`config.mk`:
```
export PLATFORM = sky130hd
export DESIGN_NAME = axi4_burst_write_master_flat
export DESIGN_NICKNAME = d
export VERILOG_FILES = /design/src/rtl/axi4_burst_write_master_if.sv /design/src/rtl/axi4_burst_write_master.sv /design/src/flat_wrapper.sv
export SDC_FILE = /design/constraint.sdc
export NUM_CORES = 1
export LEC_CHECK = 0
export BUFFER_PORTS_ARGS = -buffer_cell sky130_fd_sc_hd__buf_2
export CORE_AREA = 2 2 277 279
export CTS_BUF_LIST = sky130_fd_sc_hd__clkbuf_16
export CTS_CLUSTER_DIAMETER = 200
export DETAILED_ROUTE_END_ITERATION = 10
export DIE_AREA = 0 0 279 281
export PLACE_DENSITY = 0.36
export SETUP_SLACK_MARGIN = 0.2
export SYNTH_ARGS = -nofsm -noshare
export SYNTH_HDL_FRONTEND = slang
export SYNTH_SLANG_ARGS = --single-unit
```
`constraint.sdc`:
```
create_clock -name CLOCK -period 7.4 [get_ports CLOCK]
set_input_delay 0.37 -clock CLOCK [delete_from_list [all_inputs] [get_ports CLOCK]]
set_output_delay 0.37 -clock CLOCK [all_outputs]
set_load 0.1 [all_outputs]
```
`src/rtl/axi4_burst_write_master_if.sv`:
```
//------------------------------------------------------------------------------
// Module      : axi4_burst_write_master_if
// Description : Command, beat-stream and AXI4 write-channel bundle for the
//               burst write master. "master" is the controller's view,
//               "slave" is the view of whatever sits around it.
// Revision    : 1.0 - initial release
//------------------------------------------------------------------------------
`timescale 1ns/1ps
`default_nettype none

interface axi4_burst_write_master_if #(
  parameter int P_ID_WIDTH   = 6,
  parameter int P_ADDR_WIDTH = 32,
  parameter int P_DATA_WIDTH = 256
);
  // command side
  logic                      WRITE_START;
  logic [P_ADDR_WIDTH-1:0]   WRITE_ADDR;
  logic [7:0]                WRITE_LEN;
  logic                      WRITE_READY;
  // beat stream
  logic [P_DATA_WIDTH-1:0]   WRITE_DATA;
  logic [P_DATA_WIDTH/8-1:0] WRITE_STRB;
  logic                      WRITE_DATA_VALID;
  logic                      WRITE_DATA_READY;
  // completion status
  logic                      WRITE_DONE;
  logic                      WRITE_ERROR;
  logic [1:0]                WRITE_RESP;
  logic [15:0]               ERR_COUNT;
  // AXI4 write address channel
  logic [P_ID_WIDTH-1:0]     M_AXI_AWID;
  logic [P_ADDR_WIDTH-1:0]   M_AXI_AWADDR;
  logic [7:0]                M_AXI_AWLEN;
  logic [2:0]                M_AXI_AWSIZE;
  logic [1:0]                M_AXI_AWBURST;
  logic                      M_AXI_AWLOCK;
  logic [3:0]                M_AXI_AWCACHE;
  logic [2:0]                M_AXI_AWPROT;
  logic [3:0]                M_AXI_AWQOS;
  logic                      M_AXI_AWVALID;
  logic                      M_AXI_AWREADY;
  // AXI4 write data channel
  logic [P_DATA_WIDTH-1:0]   M_AXI_WDATA;
  logic [P_DATA_WIDTH/8-1:0] M_AXI_WSTRB;
  logic                      M_AXI_WLAST;
  logic                      M_AXI_WVALID;
  logic                      M_AXI_WREADY;
  // AXI4 write response channel
  logic [P_ID_WIDTH-1:0]     M_AXI_BID;
  logic [1:0]                M_AXI_BRESP;
  logic                      M_AXI_BVALID;
  logic                      M_AXI_BREADY;

  modport master (
    input  WRITE_START, WRITE_ADDR, WRITE_LEN,
    output WRITE_READY,
    input  WRITE_DATA, WRITE_STRB, WRITE_DATA_VALID,
    output WRITE_DATA_READY,
    output WRITE_DONE, WRITE_ERROR, WRITE_RESP, ERR_COUNT,
    output M_AXI_AWID, M_AXI_AWADDR, M_AXI_AWLEN, M_AXI_AWSIZE, M_AXI_AWBURST,
    output M_AXI_AWLOCK, M_AXI_AWCACHE, M_AXI_AWPROT, M_AXI_AWQOS, M_AXI_AWVALID,
    input  M_AXI_AWREADY,
    output M_AXI_WDATA, M_AXI_WSTRB, M_AXI_WLAST, M_AXI_WVALID,
    input  M_AXI_WREADY,
    input  M_AXI_BID, M_AXI_BRESP, M_AXI_BVALID,
    output M_AXI_BREADY
  );

  modport slave (
    output WRITE_START, WRITE_ADDR, WRITE_LEN,
    input  WRITE_READY,
    output WRITE_DATA, WRITE_STRB, WRITE_DATA_VALID,
    input  WRITE_DATA_READY,
    input  WRITE_DONE, WRITE_ERROR, WRITE_RESP, ERR_COUNT,
    input  M_AXI_AWID, M_AXI_AWADDR, M_AXI_AWLEN, M_AXI_AWSIZE, M_AXI_AWBURST,
    input  M_AXI_AWLOCK, M_AXI_AWCACHE, M_AXI_AWPROT, M_AXI_AWQOS, M_AXI_AWVALID,
    output M_AXI_AWREADY,
    input  M_AXI_WDATA, M_AXI_WSTRB, M_AXI_WLAST, M_AXI_WVALID,
    output M_AXI_WREADY,
    output M_AXI_BID, M_AXI_BRESP, M_AXI_BVALID,
    input  M_AXI_BREADY
  );
endinterface

`default_nettype wire

```
`src/rtl/axi4_burst_write_master.sv`:
```
//------------------------------------------------------------------------------
// Module      : axi4_burst_write_master
// Description : Single-outstanding AXI4 INCR burst write master. Accepts a
//               command, issues AW, streams beats through to W, collects B and
//               reports completion / error status. Commands that are too long
//               or would cross a 4 KB page are rejected without AXI traffic.
// Revision    : 1.0 - initial release
//------------------------------------------------------------------------------
`timescale 1ns/1ps
`default_nettype none

module axi4_burst_write_master #(
  parameter int P_ID_WIDTH   = 6,
  parameter int P_ADDR_WIDTH = 32,
  parameter int P_DATA_WIDTH = 256,
  parameter int P_MAX_LEN    = 16,
  parameter int P_AWID       = 0
) (
  input  wire logic                  CLOCK,
  input  wire logic                  RESET,
  axi4_burst_write_master_if.master  bus
);

  localparam int                      C_BYTES      = P_DATA_WIDTH / 8;
  localparam int                      C_SIZE       = $clog2(C_BYTES);
  localparam logic [P_ADDR_WIDTH-1:0] C_ALIGN_MASK = P_ADDR_WIDTH'(C_BYTES - 1);
  localparam logic [8:0]              C_MAX_BEATS  = 9'(P_MAX_LEN);
  localparam logic [P_ID_WIDTH-1:0]   C_AWID       = P_ID_WIDTH'(P_AWID);
  localparam logic [19:0]             C_PAGE_BYTES = 20'h01000;
  localparam logic [1:0]              C_RESP_OKAY  = 2'b00;
  localparam logic [1:0]              C_RESP_SLV   = 2'b10;

  typedef enum logic [1:0] {
    S_IDLE = 2'd0,
    S_ADDR = 2'd1,
    S_DATA = 2'd2,
    S_RESP = 2'd3
  } state_t;

  state_t                  state;
  logic                    aw_valid;
  logic [P_ADDR_WIDTH-1:0] aw_addr;
  logic [7:0]              cmd_len;
  logic [7:0]              beat_cnt;
  logic                    done;
  logic                    error;
  logic [1:0]              resp;
  logic [15:0]             err_count;

  logic [P_ADDR_WIDTH-1:0] start_addr;
  logic [8:0]              beats;
  logic [19:0]             burst_end;
  logic                    reject;
  logic                    in_data;
  logic                    w_fire;
  logic                    last_beat;
  logic                    b_bad;
  logic [15:0]             err_count_inc;

  // Command legality: the page check uses the aligned start address, since
  // that is what actually goes out on AWADDR.
  always_comb begin
    start_addr    = bus.WRITE_ADDR & ~C_ALIGN_MASK;
    beats         = {1'b0, bus.WRITE_LEN} + 9'd1;
    burst_end     = {8'd0, start_addr[11:0]} + ({11'd0, beats} << C_SIZE);
    reject        = (beats > C_MAX_BEATS) || (burst_end > C_PAGE_BYTES);
    in_data       = (state == S_DATA);
    w_fire        = in_data && bus.WRITE_DATA_VALID && bus.M_AXI_WREADY;
    last_beat     = (beat_cnt == cmd_len);
    b_bad         = (bus.M_AXI_BRESP != C_RESP_OKAY) || (bus.M_AXI_BID != C_AWID);
    err_count_inc = (err_count == 16'hFFFF) ? err_count : err_count + 16'd1;
  end

  // Transaction sequencer with registered AW channel and status outputs.
  always_ff @(posedge CLOCK) begin
    if (RESET) begin
      state     <= S_IDLE;
      aw_valid  <= 1'b0;
      aw_addr   <= '0;
      cmd_len   <= '0;
      beat_cnt  <= '0;
      done      <= 1'b0;
      error     <= 1'b0;
      resp      <= '0;
      err_count <= '0;
    end else begin
      done  <= 1'b0;
      error <= 1'b0;
      case (state)
        S_IDLE: begin
          if (bus.WRITE_START) begin
            if (reject) begin
              done      <= 1'b1;
              error     <= 1'b1;
              resp      <= C_RESP_SLV;
              err_count <= err_count_inc;
            end else begin
              aw_addr  <= start_addr;
              cmd_len  <= bus.WRITE_LEN;
              aw_valid <= 1'b1;
              state    <= S_ADDR;
            end
          end
        end
        S_ADDR: begin
          if (bus.M_AXI_AWREADY) begin
            aw_valid <= 1'b0;
            beat_cnt <= '0;
            state    <= S_DATA;
          end
        end
        S_DATA: begin
          if (w_fire) begin
            beat_cnt <= beat_cnt + 8'd1;
            if (last_beat) begin
              state <= S_RESP;
            end
          end
        end
        S_RESP: begin
          if (bus.M_AXI_BVALID) begin
            done  <= 1'b1;
            resp  <= bus.M_AXI_BRESP;
            state <= S_IDLE;
            if (b_bad) begin
              error     <= 1'b1;
              err_count <= err_count_inc;
            end
          end
        end
        default: state <= S_IDLE;
      endcase
    end
  end

  // Command / status outputs.
  assign bus.WRITE_READY      = (state == S_IDLE);
  assign bus.WRITE_DONE       = done;
  assign bus.WRITE_ERROR      = error;
  assign bus.WRITE_RESP       = resp;
  assign bus.ERR_COUNT        = err_count;

  // AW channel: fixed attributes, registered address/length/valid.
  assign bus.M_AXI_AWID       = C_AWID;
  assign bus.M_AXI_AWADDR     = aw_addr;
  assign bus.M_AXI_AWLEN      = cmd_len;
  assign bus.M_AXI_AWSIZE     = 3'(C_SIZE);
  assign bus.M_AXI_AWBURST    = 2'b01;
  assign bus.M_AXI_AWLOCK     = 1'b0;
  assign bus.M_AXI_AWCACHE    = 4'b0011;
  assign bus.M_AXI_AWPROT     = 3'b000;
  assign bus.M_AXI_AWQOS      = 4'b0000;
  assign bus.M_AXI_AWVALID    = aw_valid;

  // W channel is a gated pass-through of the beat stream while in DATA.
  assign bus.M_AXI_WVALID     = in_data && bus.WRITE_DATA_VALID;
  assign bus.WRITE_DATA_READY = in_data && bus.M_AXI_WREADY;
  assign bus.M_AXI_WDATA      = in_data ? bus.WRITE_DATA : '0;
  assign bus.M_AXI_WSTRB      = in_data ? bus.WRITE_STRB : '0;
  assign bus.M_AXI_WLAST      = in_data && last_beat;

  // B channel.
  assign bus.M_AXI_BREADY     = (state == S_RESP);

endmodule

`default_nettype wire
```
`src/flat_wrapper.sv`:
```
// flat-port wrapper written by rule: the top's interface ports become plain ports
module axi4_burst_write_master_flat 
#(
  parameter int P_ID_WIDTH   = 6,
  parameter int P_ADDR_WIDTH = 32,
  parameter int P_DATA_WIDTH = 256,
  parameter int P_MAX_LEN    = 16,
  parameter int P_AWID       = 0
)
  (CLOCK, RESET, bus_WRITE_START, bus_WRITE_ADDR, bus_WRITE_LEN, bus_WRITE_READY, bus_WRITE_DATA, bus_WRITE_STRB, bus_WRITE_DATA_VALID, bus_WRITE_DATA_READY, bus_WRITE_DONE, bus_WRITE_ERROR, bus_WRITE_RESP, bus_ERR_COUNT, bus_M_AXI_AWID, bus_M_AXI_AWADDR, bus_M_AXI_AWLEN, bus_M_AXI_AWSIZE, bus_M_AXI_AWBURST, bus_M_AXI_AWLOCK, bus_M_AXI_AWCACHE, bus_M_AXI_AWPROT, bus_M_AXI_AWQOS, bus_M_AXI_AWVALID, bus_M_AXI_AWREADY, bus_M_AXI_WDATA, bus_M_AXI_WSTRB, bus_M_AXI_WLAST, bus_M_AXI_WVALID, bus_M_AXI_WREADY, bus_M_AXI_BID, bus_M_AXI_BRESP, bus_M_AXI_BVALID, bus_M_AXI_BREADY);
  axi4_burst_write_master_if #(.P_ID_WIDTH(P_ID_WIDTH), .P_ADDR_WIDTH(P_ADDR_WIDTH), .P_DATA_WIDTH(P_DATA_WIDTH)) bus_i ();
  input  wire logic CLOCK;
  input  wire logic RESET;
  input wire logic [$bits(bus_i.WRITE_START)-1:0] bus_WRITE_START;
  input wire logic [$bits(bus_i.WRITE_ADDR)-1:0] bus_WRITE_ADDR;
  input wire logic [$bits(bus_i.WRITE_LEN)-1:0] bus_WRITE_LEN;
  output wire logic [$bits(bus_i.WRITE_READY)-1:0] bus_WRITE_READY;
  input wire logic [$bits(bus_i.WRITE_DATA)-1:0] bus_WRITE_DATA;
  input wire logic [$bits(bus_i.WRITE_STRB)-1:0] bus_WRITE_STRB;
  input wire logic [$bits(bus_i.WRITE_DATA_VALID)-1:0] bus_WRITE_DATA_VALID;
  output wire logic [$bits(bus_i.WRITE_DATA_READY)-1:0] bus_WRITE_DATA_READY;
  output wire logic [$bits(bus_i.WRITE_DONE)-1:0] bus_WRITE_DONE;
  output wire logic [$bits(bus_i.WRITE_ERROR)-1:0] bus_WRITE_ERROR;
  output wire logic [$bits(bus_i.WRITE_RESP)-1:0] bus_WRITE_RESP;
  output wire logic [$bits(bus_i.ERR_COUNT)-1:0] bus_ERR_COUNT;
  output wire logic [$bits(bus_i.M_AXI_AWID)-1:0] bus_M_AXI_AWID;
  output wire logic [$bits(bus_i.M_AXI_AWADDR)-1:0] bus_M_AXI_AWADDR;
  output wire logic [$bits(bus_i.M_AXI_AWLEN)-1:0] bus_M_AXI_AWLEN;
  output wire logic [$bits(bus_i.M_AXI_AWSIZE)-1:0] bus_M_AXI_AWSIZE;
  output wire logic [$bits(bus_i.M_AXI_AWBURST)-1:0] bus_M_AXI_AWBURST;
  output wire logic [$bits(bus_i.M_AXI_AWLOCK)-1:0] bus_M_AXI_AWLOCK;
  output wire logic [$bits(bus_i.M_AXI_AWCACHE)-1:0] bus_M_AXI_AWCACHE;
  output wire logic [$bits(bus_i.M_AXI_AWPROT)-1:0] bus_M_AXI_AWPROT;
  output wire logic [$bits(bus_i.M_AXI_AWQOS)-1:0] bus_M_AXI_AWQOS;
  output wire logic [$bits(bus_i.M_AXI_AWVALID)-1:0] bus_M_AXI_AWVALID;
  input wire logic [$bits(bus_i.M_AXI_AWREADY)-1:0] bus_M_AXI_AWREADY;
  output wire logic [$bits(bus_i.M_AXI_WDATA)-1:0] bus_M_AXI_WDATA;
  output wire logic [$bits(bus_i.M_AXI_WSTRB)-1:0] bus_M_AXI_WSTRB;
  output wire logic [$bits(bus_i.M_AXI_WLAST)-1:0] bus_M_AXI_WLAST;
  output wire logic [$bits(bus_i.M_AXI_WVALID)-1:0] bus_M_AXI_WVALID;
  input wire logic [$bits(bus_i.M_AXI_WREADY)-1:0] bus_M_AXI_WREADY;
  input wire logic [$bits(bus_i.M_AXI_BID)-1:0] bus_M_AXI_BID;
  input wire logic [$bits(bus_i.M_AXI_BRESP)-1:0] bus_M_AXI_BRESP;
  input wire logic [$bits(bus_i.M_AXI_BVALID)-1:0] bus_M_AXI_BVALID;
  output wire logic [$bits(bus_i.M_AXI_BREADY)-1:0] bus_M_AXI_BREADY;
  assign bus_i.WRITE_START = bus_WRITE_START;
  assign bus_i.WRITE_ADDR = bus_WRITE_ADDR;
  assign bus_i.WRITE_LEN = bus_WRITE_LEN;
  assign bus_WRITE_READY = bus_i.WRITE_READY;
  assign bus_i.WRITE_DATA = bus_WRITE_DATA;
  assign bus_i.WRITE_STRB = bus_WRITE_STRB;
  assign bus_i.WRITE_DATA_VALID = bus_WRITE_DATA_VALID;
  assign bus_WRITE_DATA_READY = bus_i.WRITE_DATA_READY;
  assign bus_WRITE_DONE = bus_i.WRITE_DONE;
  assign bus_WRITE_ERROR = bus_i.WRITE_ERROR;
  assign bus_WRITE_RESP = bus_i.WRITE_RESP;
  assign bus_ERR_COUNT = bus_i.ERR_COUNT;
  assign bus_M_AXI_AWID = bus_i.M_AXI_AWID;
  assign bus_M_AXI_AWADDR = bus_i.M_AXI_AWADDR;
  assign bus_M_AXI_AWLEN = bus_i.M_AXI_AWLEN;
  assign bus_M_AXI_AWSIZE = bus_i.M_AXI_AWSIZE;
  assign bus_M_AXI_AWBURST = bus_i.M_AXI_AWBURST;
  assign bus_M_AXI_AWLOCK = bus_i.M_AXI_AWLOCK;
  assign bus_M_AXI_AWCACHE = bus_i.M_AXI_AWCACHE;
  assign bus_M_AXI_AWPROT = bus_i.M_AXI_AWPROT;
  assign bus_M_AXI_AWQOS = bus_i.M_AXI_AWQOS;
  assign bus_M_AXI_AWVALID = bus_i.M_AXI_AWVALID;
  assign bus_i.M_AXI_AWREADY = bus_M_AXI_AWREADY;
  assign bus_M_AXI_WDATA = bus_i.M_AXI_WDATA;
  assign bus_M_AXI_WSTRB = bus_i.M_AXI_WSTRB;
  assign bus_M_AXI_WLAST = bus_i.M_AXI_WLAST;
  assign bus_M_AXI_WVALID = bus_i.M_AXI_WVALID;
  assign bus_i.M_AXI_WREADY = bus_M_AXI_WREADY;
  assign bus_i.M_AXI_BID = bus_M_AXI_BID;
  assign bus_i.M_AXI_BRESP = bus_M_AXI_BRESP;
  assign bus_i.M_AXI_BVALID = bus_M_AXI_BVALID;
  assign bus_M_AXI_BREADY = bus_i.M_AXI_BREADY;
  axi4_burst_write_master #(.P_ID_WIDTH(P_ID_WIDTH), .P_ADDR_WIDTH(P_ADDR_WIDTH), .P_DATA_WIDTH(P_DATA_WIDTH), .P_MAX_LEN(P_MAX_LEN), .P_AWID(P_AWID)) u_core (.CLOCK(CLOCK), .RESET(RESET), .bus(bus_i));
endmodule
```
==> out/qor.yml, run 1 <==
run_status:
  status: "completed"
finish:
  num-fill-cells: 8793
  drive_above_1_share_pct: 51.8
  nNetsFinal: 1746
  seq_area_um2: 1320
  multi_input_area_um2: 3940
  area_growth_pct: 82.6
  final_area_um2: 10300
worst_setup_path:
  worstPathArrival_ns: 4.47
  worstPathCellList: "buf_2 -> ha_1 -> nand2_1 -> nor2_1 -> nand2_1 -> xnor2_1 -> ha_1 -> inv_1 -> a2111oi_1 -> o211ai_1 -> o21ai_1 -> nand4_1 -> buf_4 -> mux2i_1 -> nor2_1"
  cpPeakStageDelay_ns: 0.89
  path_delay_family: "simple AND/OR/NAND/NOR gates"
  crit_path_end_kind: "flop"
  path_max_fanout: 23
  crit_type: "input pin to flop"
  start_kind: "input pin"
  required_ns: 7.62
  crit_slowest_cell: "nand4_1"
  path_buf_inv: 3
synthesis:
  synth-edff-count: 0
  ys_ff_latch: 66
  synth_most_common_cell: "and2_1"
  ys_types: 56
  synthArstFlopShare_pct: 0
  ys_warn_count: 0
  syn_avg_cell_area_um2: 7.66
  syn_area_um2: 5640
  ys_seq_area_share_pct: 23.4
  synth_common_cells: "293 x and2_1, 66 x dfxtp_1, 56 x nor2_1"
  synth_area_leader_cell: "and2_1"
  synthFlopType: "dfxtp_1"
  yosys.area.top_type_share_pct: 32.5
  syn_inst: 736
  ys_top_cells_by_area: "and2_1 32%, dfxtp_1 23%, mux2i_1 6.6%"
placed_design:
  port_buffers: 686
  dp_hpwl_um: 56700
  place_area_um2: 9990
  place_congestion: 0.778
sta:
  maxSlewViolCount: 0
  fmax_mhz: 235
  rsz0062_at_grt: "no"
  hold_viol: 0
  setup-violations-final: 0
  worst_slew_pin_slew_ns: 1.05
  fin_skew_ns: 0.00966
  fin_tns_setup_ns: 0
  maxSlewHeadroom_pct: 29.7
  period_share_pct: 57.6
  period_needed_ns: 4.26
global_routing:
  grt_overflow_total: 0
  grt_pass1_vias: 7815
  grt_util_all_layers_pct: 14.9
  grt_pass1_wl_um: 76500
  antenna_found_initial: 121
  grt_max_degree: 104
floorplan:
  start_util_pct: 7.48
  core-area_um2: 75400
  die_width_um: 279
  die_h_um: 281
  die-area_um2: 78400
  core.rowCount: 101
  ios: 720
cts:
  path_clk_slew_ns: 0.05
  post_cts_buffers: 0
  clkSinkCount: 66
  cts_buffer_depth: 2
  cts_buffers: 9
  ctsHoldBuffers: 0
  cts-root-buf: "clkbuf_16"
  cts.repair.resized: 0
  htree_levels: 3
  clk_latency_ns: 0.36
  cts_tree: "yes"
route:
  drtPass1Iterations: 5
  drt_iter0_drc: 331
  drt.antenna.violating_nets: 0
  wl_um: 61500
  via_per_inst: 3.41
  drc: 0
  vias: 8098
  wl_per_cell_um: 25.9
power:
  power.leakage_nw: 5.95
  total_power_mw: 1.83
  irDropWorstVdd_uv: 113
  power_density_nw_per_um2: 178
min_path:
  hold_class: "input pin to flop"
flow_run:
  max-cap-violations: 0
==> layout by cell type, fill, tap and decap left out, types with 3 or more instances in the layout <==
cell and count:
nor2_1 56, mux2_2 4, nand2_1 15, a21o_1 4
nor2b_1 8, xor2_1 8, mux2i_1 37, xnor2_1 14
nand3_1 17, conb_1 28, and2_1 293, and3_1 8
ha_1 16, nand4_1 14, or4_1 5, buf_4 4
diode_2 11, a211oi_1 3, and3b_1 3, clkbuf_16 9
a21oi_1 16, inv_1 15, o21ai_0 12, buf_2 686
dfxtp_1 66, a31o_2 3, nand2b_1 5
==> kinds of logic after synthesis <==
kind of cell / synth area share, %
xor gates and xnor gates: 3.42
adders and majority gates: 4.13
DFF: 23.4
AOI/OAI and AO/OA: 6.63
muxes: 7.76
other: 0.133
and+or+nand+nor: 45.8
buffers and inverters: 8.72
==> through the flow <==
step | setup WS (ns) | cells | hold slack, ns | utilization, %
after CTS | 2.98 | 2367 | 0.226 | 13.6
after floorplan | 3.65 | 762 | 0.482 | -
after global placement | 2.74 | 2352 | 0.460 | 13.2
after detailed placement | 2.61 | 2352 | 0.464 | 13.2
after global routing | 2.78 | 2375 | 0.249 | 13.6
final | 3.14 | 2378 | 0.247 | 13.7
==> layer usage <==
| metal | vias up | global-route usage [%] | wire [um] |
|---|---|---|---|
| met4 | 82 | 2.91 | 1370 |
| met5 | - | 0 | 520 |
| li1 | 3638 | - | - |
| met2 | 563 | 25.1 | 28400 |
| met1 | 3595 | 13.9 | 20200 |
| met3 | 220 | 12.6 | 11000 |
==> worst paths after layout <==
path | cells after the start | startpoint | slack (ns) | endpoint
min | 3 | bus_WRITE_ADDR[25] | 0.25 | u_core.bus.M_AXI_AWADDR[25]$_SDFFE_PP0P_
max | 15 | bus_WRITE_LEN[0] | 3.14 | u_core.bus.M_AXI_AWADDR[30]$_SDFFE_PP0P_
max reg2reg | 6 | u_core.state[0]$_SDFFE_PP0P_ | 4.55 | u_core.bus.M_AXI_AWADDR[30]$_SDFFE_PP0P_
min reg2reg | 2 | u_core.bus.M_AXI_AWVALID$_SDFFE_PP0P_ | 0.49 | u_core.bus.M_AXI_AWVALID$_SDFFE_PP0P_
==> state kept, by name (all words and copies together) (netlist names) <==
signal                    flops
u_core.bus.M_AXI_AWADDR      27
u_core.bus.M_AXI_AWVALID      1
u_core.bus.ERR_COUNT         16
u_core.bus.M_AXI_AWLEN        8
u_core.bus.WRITE_RESP         2
u_core.beat_cnt               8
u_core.state                  2
u_core.bus.WRITE_ERROR        1
u_core.bus.WRITE_DONE         1
==> tightest hold or removal path: cells and delay by family <==
family                 cells  cell delay, ns
buffers and inverters      1            0.07
multiplexers               1            0.05
AND/OR/NAND/NOR            1            0.07
==> where the power goes <==
part           switching, mW  internal, mW  total (mW)
combinational          0.821         0.194        1.02
sequential            0.0158         0.373       0.389
clock                  0.172         0.254       0.426
total                   1.01         0.821        1.83
==> layout make-up <==
class / instances / area share [%]
clock buffer: 9 / 2.19
inverter: 13 / 0.474
clock inverter: 6 / 0.498
sequential: 66 / 12.8
tap: 978 / 11.9
antenna: 11 / 0.267
timing repair buffer: 690 / 33.6
multi-input combinational: 605 / 38.2
No activity file was read; power rests on OpenSTA's default activity.
==> run 2: changes to the inputs <==
==> constraint.sdc (replaced) <==
create_clock -name CLOCK -period 4.01 [get_ports CLOCK]
set_input_delay 0.2005 -clock CLOCK [delete_from_list [all_inputs] [get_ports CLOCK]]
set_output_delay 0.2005 -clock CLOCK [all_outputs]
set_load 0.1 [all_outputs]
==> out/qor.yml, run 2 (synthesis results as in run 1) <==
run_status:
  status: "completed"
cts:
  post_cts_buffers: 0
  ctsHoldBuffers: 0
  path_clk_slew_ns: 0.06
  htree_levels: 3
  cts_buffers: 9
  clk_latency_ns: 0.36
  clkSinkCount: 66
  cts.repair.resized: 0
  cts_tree: "yes"
  cts-root-buf: "clkbuf_16"
  cts_buffer_depth: 2
sta:
  maxSlewHeadroom_pct: 52.2
  maxSlewViolCount: 0
  worst_slew_pin_slew_ns: 0.716
  setup-violations-final: 0
  fin_tns_setup_ns: 0
  period_needed_ns: 3.18
  hold_ws_ns: 0.0701
  period_share_pct: 79.4
  fmax_mhz: 314
  rsz0062_at_grt: "no"
  fin_skew_ns: 0.00783
  hold_viol: 0
placed_design:
  port_buffers: 686
  dp.cells: 2353
  place_congestion: 0.770
  dp_hpwl_um: 56900
global_routing:
  grt_pass1_vias: 7915
  antenna_found_initial: 116
  grt_max_degree: 211
  grt_overflow_total: 0
  grt_util_all_layers_pct: 15.0
  grt_pass1_wl_um: 76800
worst_setup_path:
  crit_type: "input pin to flop"
  start_kind: "input pin"
  required_ns: 4.23
  worstPathArrival_ns: 3.41
  path_max_fanout: 35
  crit_path_end_kind: "flop"
finish:
  finalNonFillerCells: 2382
  drive_above_1_share_pct: 52.0
  multi_input_area_um2: 3940
  mostFrequentLayoutCell: "buf_2"
  num-fill-cells: 8814
  area_growth_pct: 83.4
  largest_register_ff_count: 27
  final_cell_mix: "686 x buf_2, 293 x and2_1, 66 x dfxtp_1, 56 x nor2_1, 37 x mux2i_1"
  nNetsFinal: 1747
  seq_area_um2: 1320
  fin_util_pct: 13.7
min_path:
  hold_class: "input pin to flop"
power:
  total_power_mw: 3.43
  power.leakage_nw: 5.95
  internal_power_mw: 1.53
  seq_power_share_pct: 20.9
  comb_power_share_pct: 54.9
  p_switching_mw: 1.90
  switching_share_pct: 55.3
  power_density_nw_per_um2: 332
  pwr-share-clk_pct: 24.2
  irDropWorstVdd_uv: 196
route:
  vias: 8079
  drt_iter0_drc: 331
  drc: 0
  drtPass1Iterations: 5
  wl_um: 61900
  wl_per_cell_um: 26.0
  drt.antenna.violating_nets: 0
  via_per_inst: 3.39
floorplan:
  ios: 720
  core-area_um2: 75400
  start_util_pct: 7.48
  die_width_um: 279
  die-area_um2: 78400
  die_h_um: 281
  core.rowCount: 101
flow_run:
  max-cap-violations: 0
run 2: cell types whose count changed in the layout (fill, tap and decap cells not counted), sizes merged:
cell      change
clkinvlp      +3
diode         +2
inv           -2
buf           +1
run 2: worst paths after layout:
kind	start	endpoint	slack (ns)	cells past startpoint
worst max-delay path	bus_WRITE_LEN[0]	u_core.bus.M_AXI_AWLEN[4]$_SDFFE_PP0P_	0.83	15
worst min-delay path	bus_WRITE_ADDR[30]	u_core.bus.M_AXI_AWADDR[30]$_SDFFE_PP0P_	0.07	3
worst max register to register	u_core.state[0]$_SDFFE_PP0P_	u_core.bus.ERR_COUNT[7]$_SDFFE_PP0P_	1.73	7
worst min register to register	u_core.bus.M_AXI_AWVALID$_SDFFE_PP0P_	u_core.bus.M_AXI_AWVALID$_SDFFE_PP0P_	0.49	2
run 2: power groups by stage:
stage / logic, mW / registers [mW] / clock network [mW]
5_1_grt: 1.98 / 0.724 / 0.887
3_5_place_dp: 1.90 / 0.732 / 0
4_1_cts: 1.91 / 0.718 / 0.871
3_3_place_gp: 1.89 / 0.731 / 0
6_report: 1.88 / 0.718 / 0.829
2_1_floorplan: 1.28 / 0.899 / 0
run 2: through the flow:
stage | area (um2) | worst slack, ns
floorplan | 5740 | 0.430
global route | 10300 | 0.556
CTS | 10300 | 0.819
global placement | 10000 | 0.534
finish | 10300 | 0.825
detailed placement | 10000 | 0.454
run 2: per-layer routing:
metal | GRT usage [%] | part of all wire, % | vias up
li1 | - | - | 3649
met1 | 14.9 | 35 | 3610
met2 | 25.4 | 46 | 551
met3 | 11.1 | 16 | 203
met4 | 2.62 | 2.2 | 66
met5 | 0 | 0.70 | -
run 2: final cells by class:
type	count	share of cell area, %
multi-input cells	605	38.1
repair buffers	691	33.7
flip-flops and latches	66	12.8
well taps	978	11.8
clock buffers	9	2.18
clock inverters	7	0.677
inverters	13	0.472
diodes	13	0.315
run 2: worst max-delay path: stages:
cell and delay (ns):
buf_2 0.13, ha_1 0.30, nand2_1 0.08, nor2_1 0.14
nand2_1 0.09, xnor2_1 0.13, ha_1 0.33, or3b_1 0.35
and4_4 0.20, o22ai_2 0.23, o21ai_1 0.20, nand4_1 0.15
buf_4 0.52, mux2i_1 0.25, nor2_1 0.06
